===== config.mk =====
export PLATFORM = sky130hd
export DESIGN_NAME = multicycle_ctrl
export DESIGN_NICKNAME = d
export VERILOG_FILES = /design/src/rtl/rv_ctrl_pkg.sv /design/src/rtl/mem_wait_timer.sv /design/src/rtl/multicycle_ctrl.sv
export SDC_FILE = /design/constraint.sdc
export NUM_CORES = 1
export LEC_CHECK = 0
export CAP_MARGIN = 20
export CORE_MARGIN = 2
export CORE_UTILIZATION = 44
export DETAILED_ROUTE_END_ITERATION = 8
export PLACE_DENSITY = 0.76
export SYNTH_ARGS = -nofsm -noshare
export SYNTH_HDL_FRONTEND = slang
export SYNTH_SLANG_ARGS = --single-unit

===== constraint.sdc =====
create_clock -name clk -period 2.6 [get_ports clk]
set_clock_uncertainty 0.05 [all_clocks]
set_input_delay 0.52 -clock clk [delete_from_list [all_inputs] [get_ports clk]]
set_output_delay 0.52 -clock clk [all_outputs]
set_load 0.005 [all_outputs]

===== src/rtl/rv_ctrl_pkg.sv =====
// Shared control definitions for the multi-cycle RV32I core: FSM states,
// opcode constants, datapath mux-select encodings and trap cause codes.
package rv_ctrl_pkg;

   typedef enum logic [3:0] {
      S_RESET,
      S_FETCH,
      S_DECODE,
      S_MEMADR,
      S_MEMREAD,
      S_MEMWB,
      S_MEMWRITE,
      S_EXEC_R,
      S_EXEC_I,
      S_ALUWB,
      S_BRANCH,
      S_JALR_ADR,
      S_JAL,
      S_LUI,
      S_AUIPC,
      S_TRAP
   } state_t;

   localparam logic [6:0] OP_LOAD   = 7'b0000011;
   localparam logic [6:0] OP_STORE  = 7'b0100011;
   localparam logic [6:0] OP_R      = 7'b0110011;
   localparam logic [6:0] OP_I      = 7'b0010011;
   localparam logic [6:0] OP_BRANCH = 7'b1100011;
   localparam logic [6:0] OP_JAL    = 7'b1101111;
   localparam logic [6:0] OP_JALR   = 7'b1100111;
   localparam logic [6:0] OP_LUI    = 7'b0110111;
   localparam logic [6:0] OP_AUIPC  = 7'b0010111;

   localparam logic [1:0] SRC_A_PC    = 2'b00;
   localparam logic [1:0] SRC_A_OLDPC = 2'b01;
   localparam logic [1:0] SRC_A_RS1   = 2'b10;
   localparam logic [1:0] SRC_A_ZERO  = 2'b11;

   localparam logic [1:0] SRC_B_RS2  = 2'b00;
   localparam logic [1:0] SRC_B_IMM  = 2'b01;
   localparam logic [1:0] SRC_B_FOUR = 2'b10;

   localparam logic [1:0] ALU_ADD    = 2'b00;
   localparam logic [1:0] ALU_BRANCH = 2'b01;
   localparam logic [1:0] ALU_FUNCT  = 2'b10;

   localparam logic [1:0] RES_ALUOUT = 2'b00;
   localparam logic [1:0] RES_RDATA  = 2'b01;

   localparam logic [1:0] PC_ALURESULT = 2'b00;
   localparam logic [1:0] PC_ALUOUT    = 2'b01;
   localparam logic [1:0] PC_TRAP      = 2'b10;

   localparam logic [1:0] CAUSE_NONE    = 2'b00;
   localparam logic [1:0] CAUSE_ILLEGAL = 2'b01;
   localparam logic [1:0] CAUSE_TIMEOUT = 2'b10;

   function automatic logic is_mem_state(input state_t s);
      return (s == S_FETCH) || (s == S_MEMREAD) || (s == S_MEMWRITE);
   endfunction

endpackage


===== src/rtl/mem_wait_timer.sv =====
// Counts cycles a memory request has been outstanding and flags when the
// wait budget is used up. WAIT_LIMIT of 0 disables expiry.
module mem_wait_timer #(
   parameter int WAIT_LIMIT = 16,
   parameter int CNT_WIDTH  = 5
) (
   input  logic clk,
   input  logic rst,
   input  logic clear,
   input  logic enable,
   output logic expired
);

   logic [CNT_WIDTH-1:0] cnt_q;
   logic [CNT_WIDTH-1:0] cnt_d;

   assign expired = (WAIT_LIMIT != 0) && (cnt_q == CNT_WIDTH'(WAIT_LIMIT));

   // Saturate at the limit so a stalled request cannot wrap back below it.
   always_comb begin
      cnt_d = cnt_q;
      if (clear) begin
         cnt_d = '0;
      end else if (enable && !expired) begin
         cnt_d = cnt_q + CNT_WIDTH'(1);
      end
   end

   always_ff @(posedge clk or posedge rst) begin
      if (rst) begin
         cnt_q <= '0;
      end else begin
         cnt_q <= cnt_d;
      end
   end

endmodule


===== src/rtl/multicycle_ctrl.sv =====
// Multi-cycle RV32I sequencer: steps each instruction through fetch, decode,
// execute, memory and write-back, raising traps on bad opcodes and stalls.
module multicycle_ctrl
   import rv_ctrl_pkg::*;
#(
   parameter int OPCODE_WIDTH = 7,
   parameter int WAIT_LIMIT   = 16,
   parameter int CNT_WIDTH    = 5
) (
   input  logic                    clk,
   input  logic                    rst,
   input  logic [OPCODE_WIDTH-1:0] opcode,
   input  logic                    mem_ready,
   output logic                    pc_write,
   output logic                    branch,
   output logic                    ir_write,
   output logic                    adr_src,
   output logic                    mem_req,
   output logic                    mem_we,
   output logic                    reg_write,
   output logic [1:0]              alu_src_a,
   output logic [1:0]              alu_src_b,
   output logic [1:0]              alu_op,
   output logic [1:0]              result_src,
   output logic [1:0]              pc_src,
   output logic                    trap_valid,
   output logic [1:0]              trap_cause,
   output logic                    instr_retired
);

   state_t     state_q;
   state_t     state_d;
   logic [1:0] cause_q;
   logic [1:0] cause_d;
   logic       timer_clear;
   logic       timer_expired;

   mem_wait_timer #(
      .WAIT_LIMIT (WAIT_LIMIT),
      .CNT_WIDTH  (CNT_WIDTH)
   ) u_timer (
      .clk     (clk),
      .rst     (rst),
      .clear   (timer_clear),
      .enable  (mem_req),
      .expired (timer_expired)
   );

   always_ff @(posedge clk or posedge rst) begin
      if (rst) begin
         state_q <= S_RESET;
         cause_q <= CAUSE_NONE;
      end else begin
         state_q <= state_d;
         cause_q <= cause_d;
      end
   end

   always_comb begin
      state_d       = state_q;
      cause_d       = cause_q;
      pc_write      = 1'b0;
      branch        = 1'b0;
      ir_write      = 1'b0;
      adr_src       = 1'b0;
      mem_req       = 1'b0;
      mem_we        = 1'b0;
      reg_write     = 1'b0;
      alu_src_a     = SRC_A_PC;
      alu_src_b     = SRC_B_RS2;
      alu_op        = ALU_ADD;
      result_src    = RES_ALUOUT;
      pc_src        = PC_ALURESULT;
      trap_valid    = 1'b0;
      trap_cause    = CAUSE_NONE;
      instr_retired = 1'b0;

      case (state_q)
         S_RESET: state_d = S_FETCH;
         S_FETCH: begin
            mem_req   = 1'b1;
            alu_src_b = SRC_B_FOUR;
            // mem_ready has priority over an expiring wait budget.
            if (mem_ready) begin
               ir_write = 1'b1;
               pc_write = 1'b1;
               state_d  = S_DECODE;
            end else if (timer_expired) begin
               cause_d = CAUSE_TIMEOUT;
               state_d = S_TRAP;
            end
         end
         S_DECODE: begin
            alu_src_a = SRC_A_OLDPC;
            alu_src_b = SRC_B_IMM;
            case (opcode)
               OP_LOAD, OP_STORE: state_d = S_MEMADR;
               OP_R:              state_d = S_EXEC_R;
               OP_I:              state_d = S_EXEC_I;
               OP_BRANCH:         state_d = S_BRANCH;
               OP_JAL:            state_d = S_JAL;
               OP_JALR:           state_d = S_JALR_ADR;
               OP_LUI:            state_d = S_LUI;
               OP_AUIPC:          state_d = S_AUIPC;
               default: begin
                  cause_d = CAUSE_ILLEGAL;
                  state_d = S_TRAP;
               end
            endcase
         end
         S_MEMADR: begin
            alu_src_a = SRC_A_RS1;
            alu_src_b = SRC_B_IMM;
            state_d   = (opcode == OP_LOAD) ? S_MEMREAD : S_MEMWRITE;
         end
         S_MEMREAD: begin
            mem_req = 1'b1;
            adr_src = 1'b1;
            if (mem_ready) begin
               state_d = S_MEMWB;
            end else if (timer_expired) begin
               cause_d = CAUSE_TIMEOUT;
               state_d = S_TRAP;
            end
         end
         S_MEMWB: begin
            reg_write     = 1'b1;
            result_src    = RES_RDATA;
            instr_retired = 1'b1;
            state_d       = S_FETCH;
         end
         S_MEMWRITE: begin
            mem_req = 1'b1;
            mem_we  = 1'b1;
            adr_src = 1'b1;
            if (mem_ready) begin
               instr_retired = 1'b1;
               state_d       = S_FETCH;
            end else if (timer_expired) begin
               cause_d = CAUSE_TIMEOUT;
               state_d = S_TRAP;
            end
         end
         S_EXEC_R: begin
            alu_src_a = SRC_A_RS1;
            alu_src_b = SRC_B_RS2;
            alu_op    = ALU_FUNCT;
            state_d   = S_ALUWB;
         end
         S_EXEC_I: begin
            alu_src_a = SRC_A_RS1;
            alu_src_b = SRC_B_IMM;
            alu_op    = ALU_FUNCT;
            state_d   = S_ALUWB;
         end
         S_LUI: begin
            alu_src_a = SRC_A_ZERO;
            alu_src_b = SRC_B_IMM;
            state_d   = S_ALUWB;
         end
         S_AUIPC: begin
            alu_src_a = SRC_A_OLDPC;
            alu_src_b = SRC_B_IMM;
            state_d   = S_ALUWB;
         end
         S_ALUWB: begin
            reg_write     = 1'b1;
            result_src    = RES_ALUOUT;
            instr_retired = 1'b1;
            state_d       = S_FETCH;
         end
         S_BRANCH: begin
            alu_src_a     = SRC_A_RS1;
            alu_src_b     = SRC_B_RS2;
            alu_op        = ALU_BRANCH;
            branch        = 1'b1;
            result_src    = RES_ALUOUT;
            pc_src        = PC_ALUOUT;
            instr_retired = 1'b1;
            state_d       = S_FETCH;
         end
         S_JALR_ADR: begin
            alu_src_a = SRC_A_RS1;
            alu_src_b = SRC_B_IMM;
            state_d   = S_JAL;
         end
         S_JAL: begin
            // Jump to the target held in ALUOut while computing the link value.
            alu_src_a = SRC_A_OLDPC;
            alu_src_b = SRC_B_FOUR;
            pc_write  = 1'b1;
            pc_src    = PC_ALUOUT;
            state_d   = S_ALUWB;
         end
         S_TRAP: begin
            trap_valid = 1'b1;
            trap_cause = cause_q;
            pc_write   = 1'b1;
            pc_src     = PC_TRAP;
            state_d    = S_FETCH;
         end
         default: state_d = S_RESET;
      endcase

      // Restart the wait budget on every new access and on each completion.
      timer_clear = (mem_req && mem_ready) ||
                    (is_mem_state(state_d) && (state_d != state_q));
   end

endmodule


==> reports/metrics.cfg, run 1 <==
[critical_path]
crit_arrival_ns = 2.67
critPathTopFamily = compound AO/OA/AOI/OAI gates
slowest_stage = or4_4
cp-end-kind = flip-flop
path_max_fanout = 5
crit_chain = clkdlybuf4s15_1 -> or3b_4 -> a211oi_4 -> a211oi_2 -> o31a_1 -> a2bb2oi_1 -> or4_4 -> a221oi_2
timing.critical_path.buf_inv = 1
path_class = in2reg
critPathRequiredTime_ns = 2.73
cp-start-kind = input port
worst_path_largest_cell_delay_ns = 0.55

[pwr]
p_leak_uw = 0.000803
powerDensity_mw_per_mm2 = 1020
peakVddDrop_v = 0.000777

[layout]
area_growth_pct = 49.4
nets = 223
fillers = 213
final_cell_mix = buf_4 (28), nand2_1 (18), clkdlybuf4s50_1 (17)
diodes = 0
drive_gt1_share_pct = 26.2
post-route-util_pct = 70.6
final_common_cell = buf_4
final_area_sq_mm = 0.00178
finalNonFillerCells = 240

[logic_synthesis]
yosys_warnings = 0
synth_seq_area_share_pct = 23.1
netlist_instances = 161
synth-async-reset-ratio_pct = 100
syn-mean-instance-area_sq_um = 7.41
yosysUniqueCellTypes = 51
synth_edf_count = 0
synth.ff_latch_count = 11
synthesis.nets = 173
synth-main-ff-cell = dfrtp_1
synthesis.area_sq_mm = 0.00119

[sta]
finalSetupViolCount = 0
rsz0062_at_grt = yes
hold_viol_final = 0
maxSlewViolCount = 0
whs_ns = 0.452
worst_slack_ns = 0.0574
post-route-period-util_pct = 97.8
max_clock_freq_mhz = 393
min_period_ns = 2.54

[global_routing]
antenna_found_initial = 0
globalRouteOverflowTotal = 0
gr-usage-all-layers_pct = 22.6
grt_max_degree = 23
grt_pass1_wl_um = 5910
grt_pass1_vias = 1339

[routing]
wl_per_cell_um = 14.3
drt_iter0_markers = 73
firstDrtPassIters = 4
route.detailed.drc = 0
vias_per_cell = 5.67
vias = 1361
routed_wl_um = 3440
detail-route-antenna-nets = 0

[floorplanning]
die_w_um = 56.1
die_area_sq_mm = 0.00314
core-area_sq_mm = 0.00252
rows = 18
dieHeight_um = 56.1
start_util_pct = 47.3
ioPinCount = 31

[placement]
place_inst = 233
place_ws_ns = -0.453
dp_hpwl_um = 2520
place.gp.congestion = 0.944
io_buffers = 29
placed_area_sq_mm = 0.00165

[clocking]
clk_pin_slew_ns = 0.08
cts_tree = built
clkLatencyLatePin_ns = 0.26
cts_hold_buffers = 0
clockBufferDepth = 2
htreeDepth = 1
root_buffer = clkbuf_4
cts.sinks = 11
cts_buffers = 3

[worst_hold_path]
hold_class = reg2reg

[job]
drv_cap = 0

[status]
status = complete, no violations

registers in the layout (all words and copies together), names as in the netlist:
signal / cells
cause_q: 2
u_timer.cnt_q: 5
state_q: 4
report_power, final:
part / switching, uW / internal (uW)
logic: 692 / 756
clock network: 57.9 / 59.2
registers: 35.5 / 218
total: 785 / 1030
repair_timing:
action | CTS | global route
endpoints found under the hold margin | 0 | 0
pin swaps | 6 | 6
gates resized for setup | 20 | 15
gates cloned | 0 | 0
buffers inserted | 3 | 0
endpoints found under the setup margin | 8 | 9
worst reg2reg max path, cell delays in order, from the launching register on:
cell and delay, ns:
dfrtp_1 0.42, or4b_4 0.56, a41oi_2 0.20, o21ai_2 0.09
a32oi_2 0.24, xnor2_1 0.11, or4_4 0.52, a221oi_2 0.25
layer usage:
| metal | wire [um] | track usage, % | part of all wire (%) | up-vias |
|---|---|---|---|---|
| li1 | - | - | - | 664 |
| met2 | 1820 | 40.3 | 53 | 40 |
| met1 | 1410 | 27.6 | 41 | 651 |
| met3 | 169 | 4.65 | 4.9 | 6 |
| met4 | 42 | 5.44 | 1.2 | 0 |
| met5 | 0 | 0 | 0 | - |
Yosys cell counts (2+ instances only):
cell	instances	share of area [%]
nand2_1	20	6.3
a21oi_1	14	5.9
nor2_1	14	4.4
dfrtp_1	11	23
inv_1	9	2.8
nand2b_1	9	4.7
clkbuf_1	8	2.5
xnor2_1	8	5.9
o21ai_0	6	2.5
nor2b_1	5	2.6
buf_4	4	2.5
nand3_1	4	1.7
o211ai_1	3	1.9
a211o_1	2	1.5
a211oi_1	2	1.3
ha_1	2	2.1
nand3b_1	2	1.3
nand4_1	2	1.0
nor3_1	2	0.84
o21a_1	2	1.3
or3_1	2	1.0
metrics by stage:
| step | power (uW) | setup TNS (ns) |
|---|---|---|
| 2_1_floorplan | 1050 | -0.0211 |
| 3_3_place_gp | 1540 | -1.52 |
| 3_5_place_dp | 1580 | -1.87 |
| 4_1_cts | 1770 | 0 |
| 5_1_grt | 1970 | -0.0500 |
| 6_report | 1820 | 0 |
kinds of logic after synthesis:
kind of cell,Yosys count,share of synthesized area [%]
and+or+nand+nor,70,31.4
buffers and inverters,23,9.23
muxes,1,0.839
adders and majority gates,2,2.10
DFF,11,23.1
other,1,0.314
xor gates and xnor gates,9,6.61
AOI/OAI and AO/OA,44,26.4
worst paths after layout:
path / startpoint / end / slack (ns) / cells past startpoint
max: opcode[6] / u_timer.cnt_q[1]$_DFFE_PP0P_ / 0.06 / 8
min reg2reg: cause_q[0]$_DFFE_PP0P_ / cause_q[0]$_DFFE_PP0P_ / 0.45 / 1
max in group asynchronous: rst / state_q[3]$_DFF_PP0_ / 1.71 / 2
max reg2reg: state_q[0]$_DFF_PP0_ / u_timer.cnt_q[1]$_DFFE_PP0P_ / 0.07 / 7
min in group asynchronous: rst / u_timer.cnt_q[2]$_DFFE_PP0P_ / 0.49 / 2
min: cause_q[0]$_DFFE_PP0P_ / cause_q[0]$_DFFE_PP0P_ / 0.45 / 1
layout make-up:
class	count	area, sq um	share of cell area (%)
clock buffers	4	26.3	1.47
inverters	9	33.8	1.90
multi-input cells	127	878	49.3
flip-flops and latches	11	275	15.4
well taps	30	37.5	2.11
repair buffers	59	531	29.8
(Power assumes the default switching activity.)
==> inputs of run 2 (changes only) <==
==> constraint.sdc (replaced) <==
create_clock -name clk -period 2.1 [get_ports clk]
set_clock_uncertainty 0.05 [all_clocks]
set_input_delay 0.42 -clock clk [delete_from_list [all_inputs] [get_ports clk]]
set_output_delay 0.42 -clock clk [all_outputs]
set_load 0.005 [all_outputs]
==> run 2 against run 1 <==
The flow now finishes with violations (negative setup slack). Sequential share of layout area decreased by 2.2 points. Combinational power increased by 64%. Clock-buffer cell count unchanged. Final cell count increased by 12%. Non-clock buffer count increased by 28.
==> reports/metrics.cfg, run 2 (same netlist as run 1, synthesis figures left out) <==
[sta]
min_period_ns = 2.43
finalSetupTns_ns = -1.68  ; -1.68 ns
whs_ns = 0.394  ; -0.0583 ns
max_clock_freq_mhz = 411
hold_viol_final = 0  ; unchanged
rsz0062_at_grt = yes
maxSlewViolCount = 0  ; unchanged
finalSetupViolCount = 6  ; +6
worst_slack_ns = -0.334  ; -0.391 ns
post-route-period-util_pct = 116

[clocking]
clkLatencyLatePin_ns = 0.27  ; about the same
cts.sinks = 11  ; unchanged
htreeDepth = 1  ; unchanged
cts_tree = built
clockBufferDepth = 2  ; unchanged
root_buffer = clkbuf_4
clk_pin_slew_ns = 0.07  ; about the same
cts_buffers = 3  ; unchanged

[critical_path]
crit_arrival_ns = 2.55  ; -0.12 ns
worstReg2RegStart = state_q[2]$_DFF_PP0_
critPathTopFamily = compound AO/OA/AOI/OAI gates
r2r_cells = 8  ; +1
cp-start-kind = flip-flop
timing.critical_path.buf_inv = 2  ; +1
slowest_stage = or4_4
worst_path_largest_cell_delay_ns = 0.50  ; -0.05 ns
timing.rr.end = u_timer.cnt_q[1]$_DFFE_PP0P_
path_max_fanout = 6  ; +1
cp-end-kind = flip-flop
crit_chain = buf_6 -> nor3b_4 -> buf_4 -> a22o_1 -> o31a_1 -> a2bb2oi_1 -> or4_4 -> a221oi_2
path_class = reg2reg
rrSetupSlack_ns = -0.33  ; -0.40 ns
critPathRequiredTime_ns = 2.22  ; -0.51 ns

[status]
status = finished with violations
violations = negative setup slack

[floorplanning]
die_area_sq_mm = 0.00314  ; unchanged
ioPinCount = 31  ; unchanged
start_util_pct = 47.3  ; unchanged
core-area_sq_mm = 0.00252  ; unchanged
dieHeight_um = 56.1  ; unchanged
rows = 18  ; unchanged
die_w_um = 56.1  ; unchanged

[worst_hold_path]
hold_class = in2async

[global_routing]
antenna_found_initial = 0  ; unchanged
gr-usage-all-layers_pct = 27.7  ; +5.1 points
grt_pass1_vias = 1523  ; +14%
globalRouteOverflowTotal = 0  ; unchanged
grt_pass1_wl_um = 6980  ; +18%
grt_max_degree = 23  ; unchanged

[routing]
vias = 1558  ; +14%
wl_per_cell_um = 17.1  ; +19%
detail-route-antenna-nets = 0  ; unchanged
drt_iter0_markers = 95  ; +30%
routed_wl_um = 4590  ; +33%
firstDrtPassIters = 4  ; unchanged
route.detailed.drc = 0  ; unchanged
vias_per_cell = 5.81  ; +2.5%

[layout]
nets = 251  ; +13%
area_growth_pct = 73.7
diodes = 0  ; unchanged
drive_gt1_share_pct = 46.2  ; +20 points
regMostFlops = u_timer.cnt_q
reg.largest.list = u_timer.cnt_q x5, state_q x4, cause_q x2
final_common_cell = buf_4
final_area_sq_mm = 0.00207  ; +16%
post-route-util_pct = 82.1  ; +11 points
largest_register_ffs = 5  ; unchanged
final_cell_mix = buf_4 (49), nand2_1 (16), dfrtp_1 (11), dlygate4sd2_1 (11), nor2_1 (10)

[pwr]
p_leak_uw = 0.00106  ; +31%
powerDensity_mw_per_mm2 = 1370  ; +34%
peakVddDrop_v = 0.00114  ; +46%

[placement]
io_buffers = 29  ; unchanged
placed_area_sq_mm = 0.00177  ; +7.3%
dp_hpwl_um = 2790  ; +11%
place.gp.congestion = 0.876  ; -7.2%

[job]
drv_cap = 0  ; unchanged

-- run 2: how the worst max path moves through the flow --
stage	depth (start not counted)	endpoint	slack (ns)	startpoint
after floorplan	8	u_timer.cnt_q[1]$_DFFE_PP0P_	-0.42	opcode[6]
after global placement	8	u_timer.cnt_q[1]$_DFFE_PP0P_	-0.77	opcode[4]
after detailed placement	9	u_timer.cnt_q[1]$_DFFE_PP0P_	-0.92	opcode[4]
after CTS	7	u_timer.cnt_q[1]$_DFFE_PP0P_	-0.43	state_q[0]$_DFF_PP0_
after global routing	11	u_timer.cnt_q[3]$_DFFE_PP0P_	-0.41	u_timer.cnt_q[0]$_DFFE_PP0P_
final	8	u_timer.cnt_q[1]$_DFFE_PP0P_	-0.33	state_q[2]$_DFF_PP0_
-- run 2: area by class of cell --
class	count	area (sq um)
well taps	30	37.5
fillers	147	452
flip-flops and latches	11	275
clock buffers	4	26.3
repair buffers	87	721
multi-input cells	127	977
inverters	9	33.8
-- run 2: metrics by stage --
| stage | total power (uW) | cells | worst slack, ns |
|---|---|---|---|
| after floorplan | 1330 | 161 | -0.419 |
| after global placement | 2060 | 248 | -0.775 |
| after detailed placement | 2110 | 248 | -0.923 |
| after CTS | 2550 | 265 | -0.434 |
| after global routing | 3000 | 268 | -0.407 |
| final | 2830 | 268 | -0.334 |
-- run 2: report_power, final --
part	internal [uW]	total (uW)	switching, uW
clock	73.5	146	72.7
sequential	270	309	39.0
combinational	1220	2380	1160
-- run 2: repair_timing --
item | in CTS | in global routing
endpoints found under the setup margin | 25 | 19
gates resized for setup | 64 | 40
hold buffers | 0 | 0
pin swaps | 10 | 15
buffers inserted | 13 | 5
-- run 2: per-layer routing --
metal  vias up  GRT usage, %  share of wire, %
met3        16          4.88               4.8
met5         -             0                 0
met1       768          33.5                40
met2        58          48.1                53
met4         0          11.6               2.1
li1        716             -                 -
==> inputs of run 3 (changes only) <==
--- a/config.mk
+++ b/config.mk
@@ -6,10 +6,8 @@
 export NUM_CORES = 1
 export LEC_CHECK = 0
 export CAP_MARGIN = 20
-export CORE_MARGIN = 2
-export CORE_UTILIZATION = 44
+export CORE_UTILIZATION = 30
 export DETAILED_ROUTE_END_ITERATION = 8
-export PLACE_DENSITY = 0.76
 export SYNTH_ARGS = -nofsm -noshare
 export SYNTH_HDL_FRONTEND = slang
 export SYNTH_SLANG_ARGS = --single-unit
==> run 3 against run 2 <==
The flow still finishes with violations (negative setup slack). Routed wire length shrank 12%. Utilization shrank 26 points. Sequential power is essentially flat. Clock-buffer cell count shrank 1. Register-to-register slack lost 0.07 ns. Clock power grew 49%. Via count shrank 6.2%. Final cell count grew 6.0%. Critical path depth shrank 1. Hold slack gained 0.026 ns. Non-clock buffer count shrank 2. Maximum frequency shrank 2.8%.
==> reports/metrics.cfg, run 3 (same netlist as run 1, synthesis figures left out) <==
[job]
drv_cap = 0  ; unchanged

[critical_path]
slowest_stage = or4b_4
worst_path_largest_cell_delay_ns = 0.55  ; +0.05 ns
crit_arrival_ns = 2.61  ; +0.06 ns
critPathTopFamily = simple AND/OR/NAND/NOR gates
startpoint = state_q[0]$_DFF_PP0_
path_class = reg2reg
crit_chain = or4b_4 -> a41oi_2 -> o21ai_2 -> a32oi_2 -> xnor2_1 -> or4_4 -> a221oi_2
cp-start-kind = flip-flop
worstReg2RegStart = state_q[0]$_DFF_PP0_
cp-end-kind = flip-flop
critPathRequiredTime_ns = 2.21  ; about the same
path_max_fanout = 5  ; -1
timing.critical_path.buf_inv = 0  ; -2

[clocking]
cts_buffers = 3  ; unchanged
cts_hold_buffers = 0  ; unchanged
clkLatencyLatePin_ns = 0.24  ; -0.03 ns
cts.sinks = 11  ; unchanged
clk_pin_slew_ns = 0.05  ; -0.02 ns
cts_tree = built
clockBufferDepth = 2  ; unchanged
htreeDepth = 1  ; unchanged
root_buffer = clkbuf_8

[routing]
firstDrtPassIters = 5  ; +1
routed_wl_um = 4050  ; -12%
vias = 1462  ; -6.2%
wl_per_cell_um = 14.2  ; -17%
route.detailed.drc = 0  ; unchanged
drt_iter0_markers = 67  ; -29%
vias_per_cell = 5.15  ; -11%
detail-route-antenna-nets = 0  ; unchanged

[pwr]
peakVddDrop_v = 0.000681  ; -40%
p_total_uw = 2870  ; +1.1%
p_leak_uw = 0.00101  ; -4.7%
powerDensity_mw_per_mm2 = 1360  ; -0.85%

[sta]
maxSlewViolCount = 0  ; unchanged
worst_slack_ns = -0.404  ; -0.0703 ns
min_period_ns = 2.50  ; +0.0703 ns
finalSetupViolCount = 7  ; +1
rsz0062_at_grt = yes
max_clock_freq_mhz = 399  ; -2.8%
hold_viol_final = 0  ; unchanged
post-route-period-util_pct = 119  ; +3.3 points
finalSetupTns_ns = -1.88  ; -0.201 ns

[placement]
io_buffers = 29  ; unchanged
place.gp.congestion = 0.819  ; -6.5%
dp_hpwl_um = 2870  ; +2.9%

[global_routing]
grt_util_met3_pct = 1.58  ; -3.3 points
grtUsageMet2_pct = 35.5  ; -13 points
grt_pass1_vias = 1475  ; -3.2%
top_usage_layer = met2
global_route.usage.met1_pct = 24.7  ; -8.8 points
grt_max_degree = 18  ; -22%
gr-usage-all-layers_pct = 20.4  ; -7.4 points
antenna_found_initial = 0  ; unchanged
globalRouteOverflowTotal = 0  ; unchanged
grt_pass1_wl_um = 6640  ; -4.8%

[floorplanning]
die_w_um = 65.0  ; +16%
start_util_pct = 31.9  ; -15 points
rows = 22  ; +4
core-area_sq_mm = 0.00374  ; +48%
dieHeight_um = 65.0  ; +16%
die_area_sq_mm = 0.00423  ; +35%
ioPinCount = 31  ; unchanged

[layout]
area_growth_pct = 77.1
post-route-util_pct = 56.4  ; -26 points
nets = 249  ; -0.80%
regMostFlops = u_timer.cnt_q
diodes = 0  ; unchanged
reg.largest.list = u_timer.cnt_q x5, state_q x4, cause_q x2
final_common_cell = buf_4
drive_gt1_share_pct = 45.3  ; -0.88 points
largest_register_ffs = 5  ; unchanged
final_cell_mix = buf_4 (50), nand2_1 (19), dlygate4sd2_1 (15)

[status]
status = finished with violations
violations = negative setup slack

[worst_hold_path]
hold_class = in2async

==> run 3: cell count changes in the layout (fill, tap and decap cells not counted), sizes merged <==
cell           before  now
buf                66   60
bufbuf              0    1
clkdlybuf4s15       1    0
dlymetal6s2s        6    1
clkbuf              6    9
clkinv              0    1
clkdlybuf4s50       1    2
dlygate4sd2        11   15
==> run 3: path summary, 6_finish.rpt <==
check | endpoint | slack [ns] | cells past startpoint
min | state_q[1]$_DFF_PP0_ | 0.42 | 2
min reg2reg | cause_q[0]$_DFFE_PP0P_ | 0.43 | 1
max reg2reg | u_timer.cnt_q[1]$_DFFE_PP0P_ | -0.40 | 7
min in group clk | cause_q[0]$_DFFE_PP0P_ | 0.43 | 1
max in group asynchronous | u_timer.cnt_q[3]$_DFFE_PP0P_ | 1.28 | 2
max | u_timer.cnt_q[1]$_DFFE_PP0P_ | -0.40 | 7
==> run 3: cell type report <==
cell class	instances	area [sq um]
fillers	346	1630
well taps	48	60.1
inverters	9	33.8
clock buffers	3	41.3
clock inverters	1	5.00
flip-flops and latches	11	275
repair buffers	85	711
multi-input cells	127	986
==> run 3: worst register-to-register path: cells and delay by family (launching register included) <==
kind            cells  cell delay, ns
compound gates      4            0.79
simple gates        2            1.09
xor+xnor            1            0.11
flops               1            0.39
==> run 3: metrics by stage <==
stage	setup WS [ns]	std cells	hold WS, ns	cell area (sq um)
floorplan	-0.419	161	0.222	1220
global placement	-0.766	270	0.417	1820
detailed placement	-0.865	270	0.427	1820
CTS	-0.384	281	0.437	2040
global route	-0.472	284	0.466	2110
finish	-0.404	284	0.420	2110
==> run 3: power breakdown <==
group	leakage (uW)	internal, uW	switching, uW
logic	0.000841	1250	1080
registers	0.000140	271	38.6
clock network	0.0000255	131	87.6
==> run 3: repair_timing <==
| item | 4_1_cts | 5_1_grt |
|---|---|---|
| gates cloned | 1 | 0 |
| setup endpoints to repair | 25 | 18 |
| resized for setup | 73 | 30 |
| buffers inserted | 6 | 3 |
| pin swaps | 13 | 8 |
==> run 3: layer usage <==
| layer | vias to the layer above | part of all wire (%) |
|---|---|---|
| li1 | 713 | - |
| met1 | 703 | 43 |
| met2 | 34 | 52 |
| met3 | 12 | 2.8 |
| met4 | 0 | 3.1 |
| met5 | - | 0 |
